===== src/rtl/edge_event_logger_pkg.sv =====
// Shared types and entry-layout helpers for edge_event_logger.
// An entry is packed as {ts, fire, rise}, with rise in the least-significant bits.
package edge_event_logger_pkg;

  typedef enum logic [1:0] {
    NONE = 2'b00,
    POS  = 2'b01,
    NEG  = 2'b10,
    BOTH = 2'b11
  } edge_mode_e;

  localparam int DEF_N_CH = 4;
  localparam int DEF_TS_W = 5;
  localparam int ENTRY_W  = DEF_TS_W + DEF_N_CH + DEF_N_CH;
  localparam int RISE_LSB = 0;
  localparam int FIRE_LSB = DEF_N_CH;
  localparam int TS_LSB   = DEF_N_CH + DEF_N_CH;

  function automatic int entry_w(input int ts_w, input int n_ch);
    return ts_w + n_ch + n_ch;
  endfunction

  function automatic int fire_lsb(input int n_ch);
    return n_ch;
  endfunction

  function automatic int ts_lsb(input int n_ch);
    return n_ch + n_ch;
  endfunction

  function automatic edge_mode_e mask_mode(input logic pos, input logic neg);
    case ({neg, pos})
      2'b01:   return POS;
      2'b10:   return NEG;
      2'b11:   return BOTH;
      default: return NONE;
    endcase
  endfunction

  function automatic logic mode_pos(input edge_mode_e m);
    case (m)
      POS, BOTH: return 1'b1;
      default:   return 1'b0;
    endcase
  endfunction

  function automatic logic mode_neg(input edge_mode_e m);
    case (m)
      NEG, BOTH: return 1'b1;
      default:   return 1'b0;
    endcase
  endfunction

endpackage


===== src/rtl/edge_event_logger_fifo.sv =====
// Generic DEPTH x WIDTH synchronous FIFO with wrap-bit pointers and async reset.
// A push into a full FIFO is accepted only when a pop retires the head in the same cycle.
module edge_event_logger_fifo #(
  parameter int DEPTH = 8,
  parameter int WIDTH = 13,
  localparam int AW = $clog2(DEPTH)
) (
  input  logic             clk,
  input  logic             rst,
  input  logic             push,
  input  logic             pop,
  input  logic [WIDTH-1:0] wdata,
  output logic [WIDTH-1:0] rdata,
  output logic             full,
  output logic             empty,
  output logic [AW:0]      level
);

  logic [WIDTH-1:0] mem_r [DEPTH];
  logic [AW:0]      wr_ptr_r;
  logic [AW:0]      rd_ptr_r;
  logic             do_push_s;
  logic             do_pop_s;

  // Status flags, handshake qualification and a zeroed head while empty.
  always_comb begin
    empty     = (wr_ptr_r == rd_ptr_r);
    full      = (wr_ptr_r[AW] != rd_ptr_r[AW]) && (wr_ptr_r[AW-1:0] == rd_ptr_r[AW-1:0]);
    do_pop_s  = pop & ~empty;
    do_push_s = push & (~full | do_pop_s);
    level     = wr_ptr_r - rd_ptr_r;
    if (empty) begin
      rdata = '0;
    end else begin
      rdata = mem_r[rd_ptr_r[AW-1:0]];
    end
  end

  // Pointer update.
  always_ff @(posedge clk or posedge rst) begin
    if (rst) begin
      wr_ptr_r <= '0;
      rd_ptr_r <= '0;
    end else begin
      if (do_push_s) wr_ptr_r <= wr_ptr_r + {{AW{1'b0}}, 1'b1};
      if (do_pop_s)  rd_ptr_r <= rd_ptr_r + {{AW{1'b0}}, 1'b1};
    end
  end

  // Storage write; contents are irrelevant until addressed by a valid pointer.
  always_ff @(posedge clk) begin
    if (do_push_s) mem_r[wr_ptr_r[AW-1:0]] <= wdata;
  end

endmodule


===== src/rtl/edge_event_logger.sv =====
// Edge-event recorder: samples trigger lines, qualifies edges and logs timestamped entries.
// Optional macro EDGE_EVENT_LOGGER_DROP_CNT_EN adds the saturating drop_cnt_o port.
module edge_event_logger
  import edge_event_logger_pkg::*;
#(
  parameter int              N_CH     = 4,
  parameter int              TS_W     = 5,
  parameter int              DEPTH    = 8,
  parameter logic [N_CH-1:0] POS_MASK = 4'b1111,
  parameter logic [N_CH-1:0] NEG_MASK = 4'b0000
) (
  input  logic                    clk,
  input  logic                    rst,
  input  logic [N_CH-1:0]         trg_i,
  input  logic [N_CH-1:0]         en_i,
  output logic                    evt_valid_o,
  input  logic                    evt_ready_i,
  output logic [TS_W-1:0]         evt_ts_o,
  output logic [N_CH-1:0]         evt_fire_o,
  output logic [N_CH-1:0]         evt_rise_o,
  output logic                    ovf_o,
  output logic [$clog2(DEPTH):0]  level_o
`ifdef EDGE_EVENT_LOGGER_DROP_CNT_EN
  ,
  output logic [7:0]              drop_cnt_o
`endif
);

  localparam int EW    = entry_w(TS_W, N_CH);
  localparam int F_LSB = fire_lsb(N_CH);
  localparam int T_LSB = ts_lsb(N_CH);

  logic [N_CH-1:0] trg_q_r;
  logic [TS_W-1:0] ts_r;
  logic            ovf_r;
  logic [N_CH-1:0] rise_s;
  logic [N_CH-1:0] fall_s;
  logic [N_CH-1:0] fire_s;
  logic [N_CH-1:0] rise_fld_s;
  logic            push_req_s;
  logic            pop_s;
  logic            drop_s;
  logic            full_s;
  logic            empty_s;
  logic [EW-1:0]   wdata_s;
  logic [EW-1:0]   rdata_s;

  // Edge detection, per-channel qualification and push/drop decision.
  always_comb begin
    rise_s = trg_i & ~trg_q_r;
    fall_s = ~trg_i & trg_q_r;
    fire_s = '0;
    for (int i = 0; i < N_CH; i++) begin
      fire_s[i] = en_i[i] &
                  ((rise_s[i] & mode_pos(mask_mode(POS_MASK[i], NEG_MASK[i]))) |
                   (fall_s[i] & mode_neg(mask_mode(POS_MASK[i], NEG_MASK[i]))));
    end
    rise_fld_s = rise_s & fire_s;
    push_req_s = |fire_s;
    pop_s      = ~empty_s & evt_ready_i;
    drop_s     = push_req_s & full_s & ~pop_s;
    wdata_s    = {ts_r, fire_s, rise_fld_s};
  end

  // Previous trigger sample, free-running timestamp and sticky overflow.
  always_ff @(posedge clk or posedge rst) begin
    if (rst) begin
      trg_q_r <= '0;
      ts_r    <= '0;
      ovf_r   <= 1'b0;
    end else begin
      trg_q_r <= trg_i;
      ts_r    <= ts_r + {{(TS_W-1){1'b0}}, 1'b1};
      if (drop_s) ovf_r <= 1'b1;
    end
  end

  edge_event_logger_fifo #(
    .DEPTH (DEPTH),
    .WIDTH (EW)
  ) u_fifo (
    .clk   (clk),
    .rst   (rst),
    .push  (push_req_s & ~drop_s),
    .pop   (pop_s),
    .wdata (wdata_s),
    .rdata (rdata_s),
    .full  (full_s),
    .empty (empty_s),
    .level (level_o)
  );

  assign evt_valid_o = ~empty_s;
  assign evt_rise_o  = rdata_s[RISE_LSB +: N_CH];
  assign evt_fire_o  = rdata_s[F_LSB +: N_CH];
  assign evt_ts_o    = rdata_s[T_LSB +: TS_W];
  assign ovf_o       = ovf_r;

`ifdef EDGE_EVENT_LOGGER_DROP_CNT_EN
  logic [7:0] drop_cnt_r;

  // One count per dropping cycle, saturating at 255.
  always_ff @(posedge clk or posedge rst) begin
    if (rst) begin
      drop_cnt_r <= 8'd0;
    end else if (drop_s && (drop_cnt_r != 8'hFF)) begin
      drop_cnt_r <= drop_cnt_r + 8'd1;
    end
  end

  assign drop_cnt_o = drop_cnt_r;
`endif

endmodule


===== config.mk =====
export PLATFORM = sky130hd
export DESIGN_NAME = edge_event_logger
export DESIGN_NICKNAME = d
export VERILOG_FILES = /design/src/rtl/edge_event_logger_pkg.sv /design/src/rtl/edge_event_logger_fifo.sv /design/src/rtl/edge_event_logger.sv
export SDC_FILE = /design/constraint.sdc
export NUM_CORES = 1
export LEC_CHECK = 0
export BUFFER_PORTS_ARGS = -buffer_cell sky130_fd_sc_hd__buf_2
export CAP_MARGIN = 15
export CORE_AREA = 2 2 65 129
export DETAILED_ROUTE_END_ITERATION = 7
export DIE_AREA = 0 0 67 131
export PLACE_DENSITY = 0.84
export SYNTH_ARGS = -nofsm -noshare
export SYNTH_HDL_FRONTEND = slang
export SYNTH_HIERARCHICAL = 1
export SYNTH_SLANG_ARGS = --single-unit

===== constraint.sdc =====
create_clock -name clk -period 8.3 [get_ports clk]
set_clock_uncertainty 0.05 [all_clocks]
set_input_delay 0 -clock clk [delete_from_list [all_inputs] [get_ports clk]]
set_output_delay 0 -clock clk [all_outputs]
set_load 0.005 [all_outputs]

=== Word-level counts from Yosys, hierarchy flattened ===
Memories as Yosys holds them, arrays and structs flattened.
Cells that the tools add are included.

* Word-level logic and storage cells: 36
* Bits in writable memories: 104
* Input bits: 11
* Memories: 1
* Output and inout bits: 19
* Bits in registers: 18

* Mux-type cells: 3
* $add $sub $neg: 4
* Equality and inequality tests: 3
* Bitwise operators: 18
* Reduce and logical (&&, ||, !) cells: 2

{| class="wikitable"
|+ Memories
! memory !! words !! bits a word !! read ports !! clocked after memory_dff !! wr ports !! line !! text
|-
| u_fifo.mem_r || 8 || 13 || 1 || 0 || 1 || edge_event_logger_fifo.sv:19 || <nowiki>logic [WIDTH-1:0] mem_r [DEPTH];</nowiki>
|}

{| class="wikitable"
|+ Operators with widths
! cell !! number
|-
| $mux 13 || 1
|-
| $and 1x1->1 || 10
|-
| $add 4x1->4 const B || 2
|-
| $and 4x4->4 || 2
|-
| $add 5x1->5 const B || 1
|-
| $eq 4x4->1 || 1
|-
| $not 1->1 || 4
|-
| $not 4->4 || 1
|-
| $reduce_or 4->1 || 1
|-
| $sub 4x4->4 || 1
|-
| $eq 3x3->1 || 1
|-
| $mux 1 || 2
|-
| $logic_and 1x1->1 || 1
|-
| $ne 1x1->1 || 1
|-
| $or 1x1->1 || 1
|}

=== Depth between registers and ports, before layout ===
Gate-level depths: netlist of the first run.

* Depth after elaboration: 11
* Depth in mapped cells: 14
* Mapped depth without buffers: 10

=== Hierarchy ===
Netlist of the first run, hierarchy kept.

{| class="wikitable"
|+ By module, submodules not included
! module !! sequential area each (um2) !! cells each !! instances !! area each (um2)
|-
| edge_event_logger_fifo || 3323.2 || 241 || 1 || 4570.6
|-
| edge_event_logger || 250.2 || 29 || 1 || 385.4
|}

=== Worst setup path before layout of the first run ===
No wires, ideal clock.

* Kind: register to register
* Start point: register u_fifo.rd_ptr_r[1]
* End point: memory u_fifo.mem_r[1][0] (enable)
* Path buffers: 4
* Data required time: 7.833 ns
* Period minus slack after synthesis: 4.164 ns
* Setup time: 0.417 ns
* Path slack: 4.136 ns
* Data arrival time: 3.697 ns
* Cell stages (with the launch flop): 14
* Path through: dfrtp_1 > buf_2 > buf_2 > inv_1 > ha_1 > nand3_1 > nand2b_1 > buf_4 > buf_2 > inv_1 > nand2b_1 > a21oi_1 > nand2_1 > nor4_1

* Longest elaborated chain between the ends: 10
* Elaborated cells on any way between the ends: 16
* Those cells by class: 2 x eq/ne; 2 x mux; 11 x bitwise; 1 x reduce/logical

{| class="wikitable"
|+ Ends and longest elaborated chain
! element !! line !! text
|-
| start: declaration || edge_event_logger_fifo.sv:21 || <nowiki>logic [AW:0] rd_ptr_r;</nowiki>
|-
| start signal: assignment || edge_event_logger_fifo.sv:46 || <nowiki>if (do_pop_s) rd_ptr_r <= rd_ptr_r + {{AW{1'b0}}, 1'b1};</nowiki>
|-
| $eq 4x4->1 (*) || edge_event_logger_fifo.sv:27 || <nowiki>empty = (wr_ptr_r == rd_ptr_r);</nowiki>
|-
| net empty_s || edge_event_logger.sv:44 || <nowiki>logic empty_s;</nowiki>
|-
| $not 1->1 (*) || edge_event_logger_fifo.sv:29, edge_event_logger.sv:60 ||
|-
| $and 1x1->1 || edge_event_logger.sv:60 || <nowiki>pop_s = ~empty_s & evt_ready_i;</nowiki>
|-
| $not 1->1 || edge_event_logger.sv:61 || <nowiki>drop_s = push_req_s & full_s & ~pop_s;</nowiki>
|-
| $and 1x1->1 || edge_event_logger.sv:61 ||
|-
| $not 1->1 || edge_event_logger.sv:84 || <nowiki>.push (push_req_s & ~drop_s),</nowiki>
|-
| $and 1x1->1 || edge_event_logger.sv:84 ||
|-
| $and 1x1->1 (*) || edge_event_logger_fifo.sv:30 || <nowiki>do_push_s = push & (~full | do_pop_s);</nowiki>
|-
| $mux 1 (*) || edge_event_logger_fifo.sv:52 || <nowiki>if (do_push_s) mem_r[wr_ptr_r[AW-1:0]] <= wdata;</nowiki>
|-
| $mux 1 (not written as such) (*) || edge_event_logger_fifo.sv:52 ||
|-
| end: declaration || edge_event_logger_fifo.sv:19 ||
|}

Mark *: on every way through the listed nets, which the timed path passes. The rest lies on a longest branch.

=== Worst setup path after layout of the first run ===
* Start point: register u_fifo.rd_ptr_r[2]
* End point: memory u_fifo.mem_r[6][3] (enable)

The elaborated chain is that of the path after synthesis.

==> reports/qor.csv, run 1 <==
metric,value,unit
worst skew pair latency,400,ps
Setup WS pre-CTS,4070,ps
PwrDens,377,nW/µm²
syn nets,288,
multi-input logic area,1240,µm²
register bit total from synthesis,122,
WS Path Type,reg -> reg,
CTS tree,done,
Placer Congestion,0.864,
clock-pin slew of the registers on the worst-case setup and hold paths,50,ps
First-pass DRT Iterations,4,
port bufs,29,
Max VDD drop,0.000249,V
chip height,131,µm
CP Launch Type,flip-flop,
vias in the first global route,2787,
syn_area_per_cell,18.4,µm²
Starting Density,63.3,%
first-pass GRT wire length,15.2,mm
Static Leak,2.20,nW
Vias per Instance,6.18,
Final Hold Viols,0,
via count,2665,
mux share of post-synthesis cell area,12.9,%
drc violations,0,
Final ANT Viol Nets,0,
die area,8780,µm²
clk root buf,clkbuf_16,
fmax,233,MHz
area delta synth->final,18.3,%
FF+latch area,3570,µm²
share of layout cells above drive strength 1,28.7,%
Clock Sink Count,122,
fin worst setup slack,4010,ps
H-tree depth,4,
# nets final,340,
Post-Synth XOR/XNOR Area,2.27,%
# Post-CTS Setup Buffers,0,
Worst Tran Pin Value,1150,ps
Setup crit end kind,flip-flop,
Synth Warn #,6,
setup tns final,0,ps
critical path arrival,4260,ps
Final Max Slew Viols,0,
Rows,46,
Area contributors post-synth,"edfxtp_1 63%, dfrtp_1 9.1%, mux4_2 8.6%",
final-layout fill cell count,459,
area of the mapped netlist,4960,µm²
pin count of the biggest net entering global routing,32,
Die X,67,µm
Antenna diodes,0,
period utilization,51.7,%
CTS Buf Count,17,
Min-Delay Path Class,in -> async,
Layout Cells excl Fill,431,
core area,7830,µm²
Iteration-0 DRC Markers,260,
cell taking the most area after synthesis,edfxtp_1,
relative slew slack,23.0,%
RSZ-0062 raised after global routing,false,
total power,2.21,mW
PostCTS Resize Cnt,0,
post-layout min period,4290,ps
adder-cell area share of the yosys netlist,1.92,%
compound-cell area share of the yosys netlist,2.07,%
WL per Instance,23.0,µm
largest family of logic cells by synthesized area,multiplexers,
Max Buffers Root-to-Sink,2,
Mapped Cells,270,
MaxCap Viol Count,0,
register area share after synthesis,72.1,%
Crit Path Max Fanout,18,
DP HPWL,5.91,mm
simple-gate share of the synthesized area,5.30,%
placed cell count,389,
Synth top area share,63.0,%
final wirelength,9.92,mm
"Req. time, crit path",8270,ps
All-Layer GR Usage,26.0,%
gr ovfl total,0,
initial antenna violation count,0,
final setup fails,0,
Top Ports,30,
Yosys cell types,33,
outcome,"finished, final reports clean",
[cell usage in the layout, fill, tap and decap left out, drive strengths merged, types with 2 or more instances in the layout]
master       instances
clkbuf              20
nor3                 5
o21ai               13
inv                 26
mux2                 2
buf                 38
nor4                 3
nand2b               2
nand3               21
xor2                 2
mux4                26
and3b                4
xnor2               10
a21oi                2
ha                   6
bufinv               2
nor2                 3
clkinv               9
dlygate4sd3          6
edfxtp             104
nand2                6
dfrtp               18
[cell usage after synthesis]
| master | n |
|---|---|
| and3b_1 | 3 |
| dfrtp_1 | 18 |
| mux2_1 | 1 |
| nor2_1 | 3 |
| buf_2 | 5 |
| nor3_1 | 5 |
| mux4_2 | 19 |
| nand2_1 | 3 |
| o21bai_1 | 1 |
| nand3_1 | 21 |
| a21oi_1 | 2 |
| nor4_2 | 1 |
| inv_1 | 26 |
| buf_6 | 3 |
| xnor2_1 | 9 |
| fa_1 | 1 |
| ha_1 | 6 |
| mux4_1 | 7 |
| o31ai_2 | 1 |
| nor4_1 | 2 |
| xor2_1 | 2 |
| buf_4 | 1 |
| xnor2_2 | 1 |
| or3_4 | 1 |
| a21o_1 | 1 |
| and3_1 | 1 |
| o21ai_1 | 13 |
| edfxtp_1 | 104 |
| nand2_2 | 3 |
| nand2b_1 | 2 |
| mux2_4 | 1 |
| and3b_2 | 1 |
| clkbuf_1 | 2 |
[cells by family after synthesis]
family          Yosys count
mux                      28
compound gates           18
xor+xnor                 12
simple gates             46
buf+inv                  37
fa+ha+maj                 7
flops                   122
[area by class of cell]
type                       count  share of cell area [%]
clock buffer                  20                    7.45
multi-input combinational    111                    21.2
sequential                   122                    61.0
tap                           96                    2.05
inverter                      26                    1.66
timing repair buffer          44                    4.85
clock inverter                12                    1.81
[final timing paths]
path / to / slack (ps) / depth (start not counted) / startpoint
min in group clk: u_fifo/mem_r[7][3] / 180 / 2 / en_i[3]
setup reg to reg: u_fifo/mem_r[6][3] / 4010 / 9 / u_fifo/rd_ptr_r[2]
hold reg to reg: ovf_o / 460 / 1 / ovf_o
hold / removal: u_fifo/rd_ptr_r[3] / 70 / 3 / rst
max in group asynchronous: trg_q_r[3] / 7800 / 3 / rst
setup / recovery: u_fifo/mem_r[6][3] / 4010 / 9 / u_fifo/rd_ptr_r[2]
[stage by stage]
stage / hold WS (ps) / instance area (µm²) / util, %
floorplan: -234 / 4960 / -
global placement: -55.0 / 5220 / 66.7
detailed placement: -49.6 / 5220 / 66.7
CTS: 70.3 / 5820 / 74.4
global route: 112 / 5860 / 74.9
finish: 73.5 / 5860 / 74.9
[worst max-delay path, stage by stage, from the launching register on]
cell      delay [ps]
dfrtp_1          650
inv_1            150
ha_1             350
nand3_1          200
nand2b_1         580
inv_1            140
nand2b_1         220
a21oi_1          430
nand2_1          180
nor3_2           930
[state kept, by name, summed over array words and instances, names as in the netlist]
signal	cells
ts_r	5
trg_q_r	4
u_fifo/mem_r	104
ovf_o	1
u_fifo/rd_ptr_r	4
u_fifo/wr_ptr_r	4
[power breakdown]
group | switching, mW | internal [mW]
sequential | 0.0595 | 0.764
combinational | 0.393 | 0.328
clock | 0.233 | 0.432
[layer usage]
layer  vias to the layer above  share of wire [%]  track usage, %
li1                       1155                  -               -
met1                      1344                 35            27.9
met2                       134                 55            45.1
met3                        32                6.2            7.45
met4                         0                4.4            14.0
met5                         -                  0               0
[repair_timing]
action / in CTS / in global routing
setup endpoints to repair: 0 / 0
endpoints found under the hold margin: 23 / 0
hold buffers: 6 / 0
Note: power is estimated with default switching activity, not from simulation.
==> run 2, diff against run 1 <==
- CORE_AREA: 2 2 65 129 -> 2 2 67 133
- DIE_AREA: 0 0 67 131 -> 0 0 69 135
- PLACE_DENSITY: 0.84 -> 0.79
- clock period: 8.3 -> 4.1 ns (I/O delays scaled with it)
==> reports/qor.csv, run 2 (synthesis gave the netlist of run 1 again) <==
metric,value,unit,change
dpl cell area,5280,µm²,+1.2%
Final ANT Viol Nets,0,,unchanged
Worst Tran Pin Value,1040,ps,-112 ps
final setup fails,0,,unchanged
vias in the first global route,2857,,+2.5%
Crit Path Max Fanout,16,,-2
most frequent cells in the layout,"104 x edfxtp_1, 29 x buf_2, 26 x inv_1, 21 x nand3_1, 19 x mux4_2",,
Final Max Slew Viols,0,,unchanged
fmax,289,MHz,+24%
gr ovfl total,0,,unchanged
relative slew slack,30.5,%,+7.5 points
Max VDD drop,0.000448,V,+80%
Slowest cell on crit path,nor3_2,,
initial antenna violation count,0,,unchanged
Final Hold Viols,0,,unchanged
Min-Delay Path Class,in -> async,,
Iteration-0 DRC Markers,217,,-17%
Rows,47,,+2.2%
"Req. time, crit path",4070,ps,-4200 ps
Vias per Instance,5.89,,-4.7%
setup tns final,0,ps,unchanged
Setup crit end kind,flip-flop,,
period utilization,84.4,%,+33 points
critical path arrival,3430,ps,-830 ps
outcome,"finished, final reports clean",,
PwrDens,779,nW/µm²,+110%
core area,8230,µm²,+5.2%
final instance area,5960,µm²,+1.8%
Layout Cells excl Fill,438,,+1.6%
share of layout cells above drive strength 1,30.9,%,+2.2 points
Die X,69,µm,+3.0%
"commonest non-fill, non-tap cell in the layout",edfxtp_1,,
"Largest stage delay, worst path",810,ps,-120 ps
worst skew pair latency,400,ps,about the same
Placer Congestion,0.948,,+9.7%
post-layout min period,3460,ps,-828 ps
placed cell count,399,,+2.6%
All-Layer GR Usage,22.6,%,-3.4 points
first-pass GRT wire length,15.2,mm,-0.50%
Antenna diodes,0,,unchanged
DP HPWL,6.03,mm,+2.1%
# Post-CTS Setup Buffers,0,,unchanged
Clock Sink Count,122,,unchanged
critical path cell sequence,inv_1 -> ha_1 -> nand3_1 -> nand2b_1 -> inv_1 -> nand2b_1 -> a21oi_1 -> buf_4 -> nand3_1 -> nor3_2,,
area delta synth->final,20.3,%,
clock-pin slew of the registers on the worst-case setup and hold paths,50,ps,about the same
# nets final,345,,+1.5%
MaxCap Viol Count,0,,unchanged
clk root buf,clkbuf_16,,
drc violations,0,,unchanged
Worst path top cell family by delay,simple AND/OR/NAND/NOR gates,,
H-tree depth,4,,unchanged
CTS tree,done,,
WS Path Type,reg -> reg,,
Starting Density,60.2,%,-3.1 points
die area,9320,µm²,+6.1%
final wirelength,9.61,mm,-3.1%
RSZ-0062 raised after global routing,false,,
pin count of the biggest net entering global routing,31,,-3.1%
WL per Instance,21.9,µm,-4.6%
First-pass DRT Iterations,4,,unchanged
worst path bufs/invs,3,,+1
Top Ports,30,,unchanged
chip height,135,µm,+3.1%
port bufs,29,,unchanged
Static Leak,2.26,nW,+2.9%
Max Buffers Root-to-Sink,2,,unchanged
Largest register FFs,104,,unchanged
via count,2580,,-3.2%
CP Launch Type,flip-flop,,
CTS Buf Count,17,,unchanged
-- run 2: stage by stage --
step	hold WS, ps	setup slack (ps)	total power [mW]	util, %
after floorplan	-234	250	2.65	-
after global placement	-51.6	774	3.11	64.1
after detailed placement	-51.3	658	3.14	64.1
after CTS	76.1	621	4.68	72.3
after global routing	121	377	4.88	72.4
final	86.8	638	4.65	72.4
-- run 2: layout make-up --
cell class / count / area [µm²]
flip-flops and latches: 122 / 3570
fillers: 496 / 2270
multi-input cells: 111 / 1240
clock buffers: 22 / 464
repair buffers: 49 / 314
clock inverters: 10 / 149
well taps: 98 / 123
inverters: 26 / 97.6
-- run 2: path summary, 6_finish.rpt --
kind | start | endpoint | slack, ps | depth (start not counted)
setup / recovery | u_fifo/rd_ptr_r[2] | u_fifo/mem_r[3][9] | 640 | 10
hold / removal | rst | u_fifo/wr_ptr_r[3] | 90 | 3
setup reg to reg | u_fifo/rd_ptr_r[2] | u_fifo/mem_r[3][9] | 640 | 10
hold reg to reg | u_fifo/wr_ptr_r[3] | u_fifo/wr_ptr_r[3] | 470 | 1
max in group asynchronous | rst | trg_q_r[3] | 3520 | 3
min in group clk | en_i[1] | u_fifo/mem_r[6][5] | 120 | 3
-- run 2: tightest hold or removal path, delay by kind of cell --
kind / cells / cell delay (ps)
buffers and inverters: 3 / 950
-- run 2: layer usage --
metal  GRT usage (%)  routed length, µm
met2            38.3               5390
met1            24.8               3450
met3            6.42                385
met5               0                  0
met4            14.3                382
-- run 2: what timing repair did --
item,CTS,global route
hold endpoints to repair,23,0
hold buffers,6,0
gates resized for setup,0,0
-- run 2: report_power, final --
| group | total (mW) | switching (mW) | internal [mW] |
|---|---|---|---|
| combinational | 1.47 | 0.799 | 0.672 |
| sequential | 1.67 | 0.119 | 1.55 |
| clock | 1.51 | 0.472 | 1.04 |
| total | 4.65 | 1.39 | 3.26 |
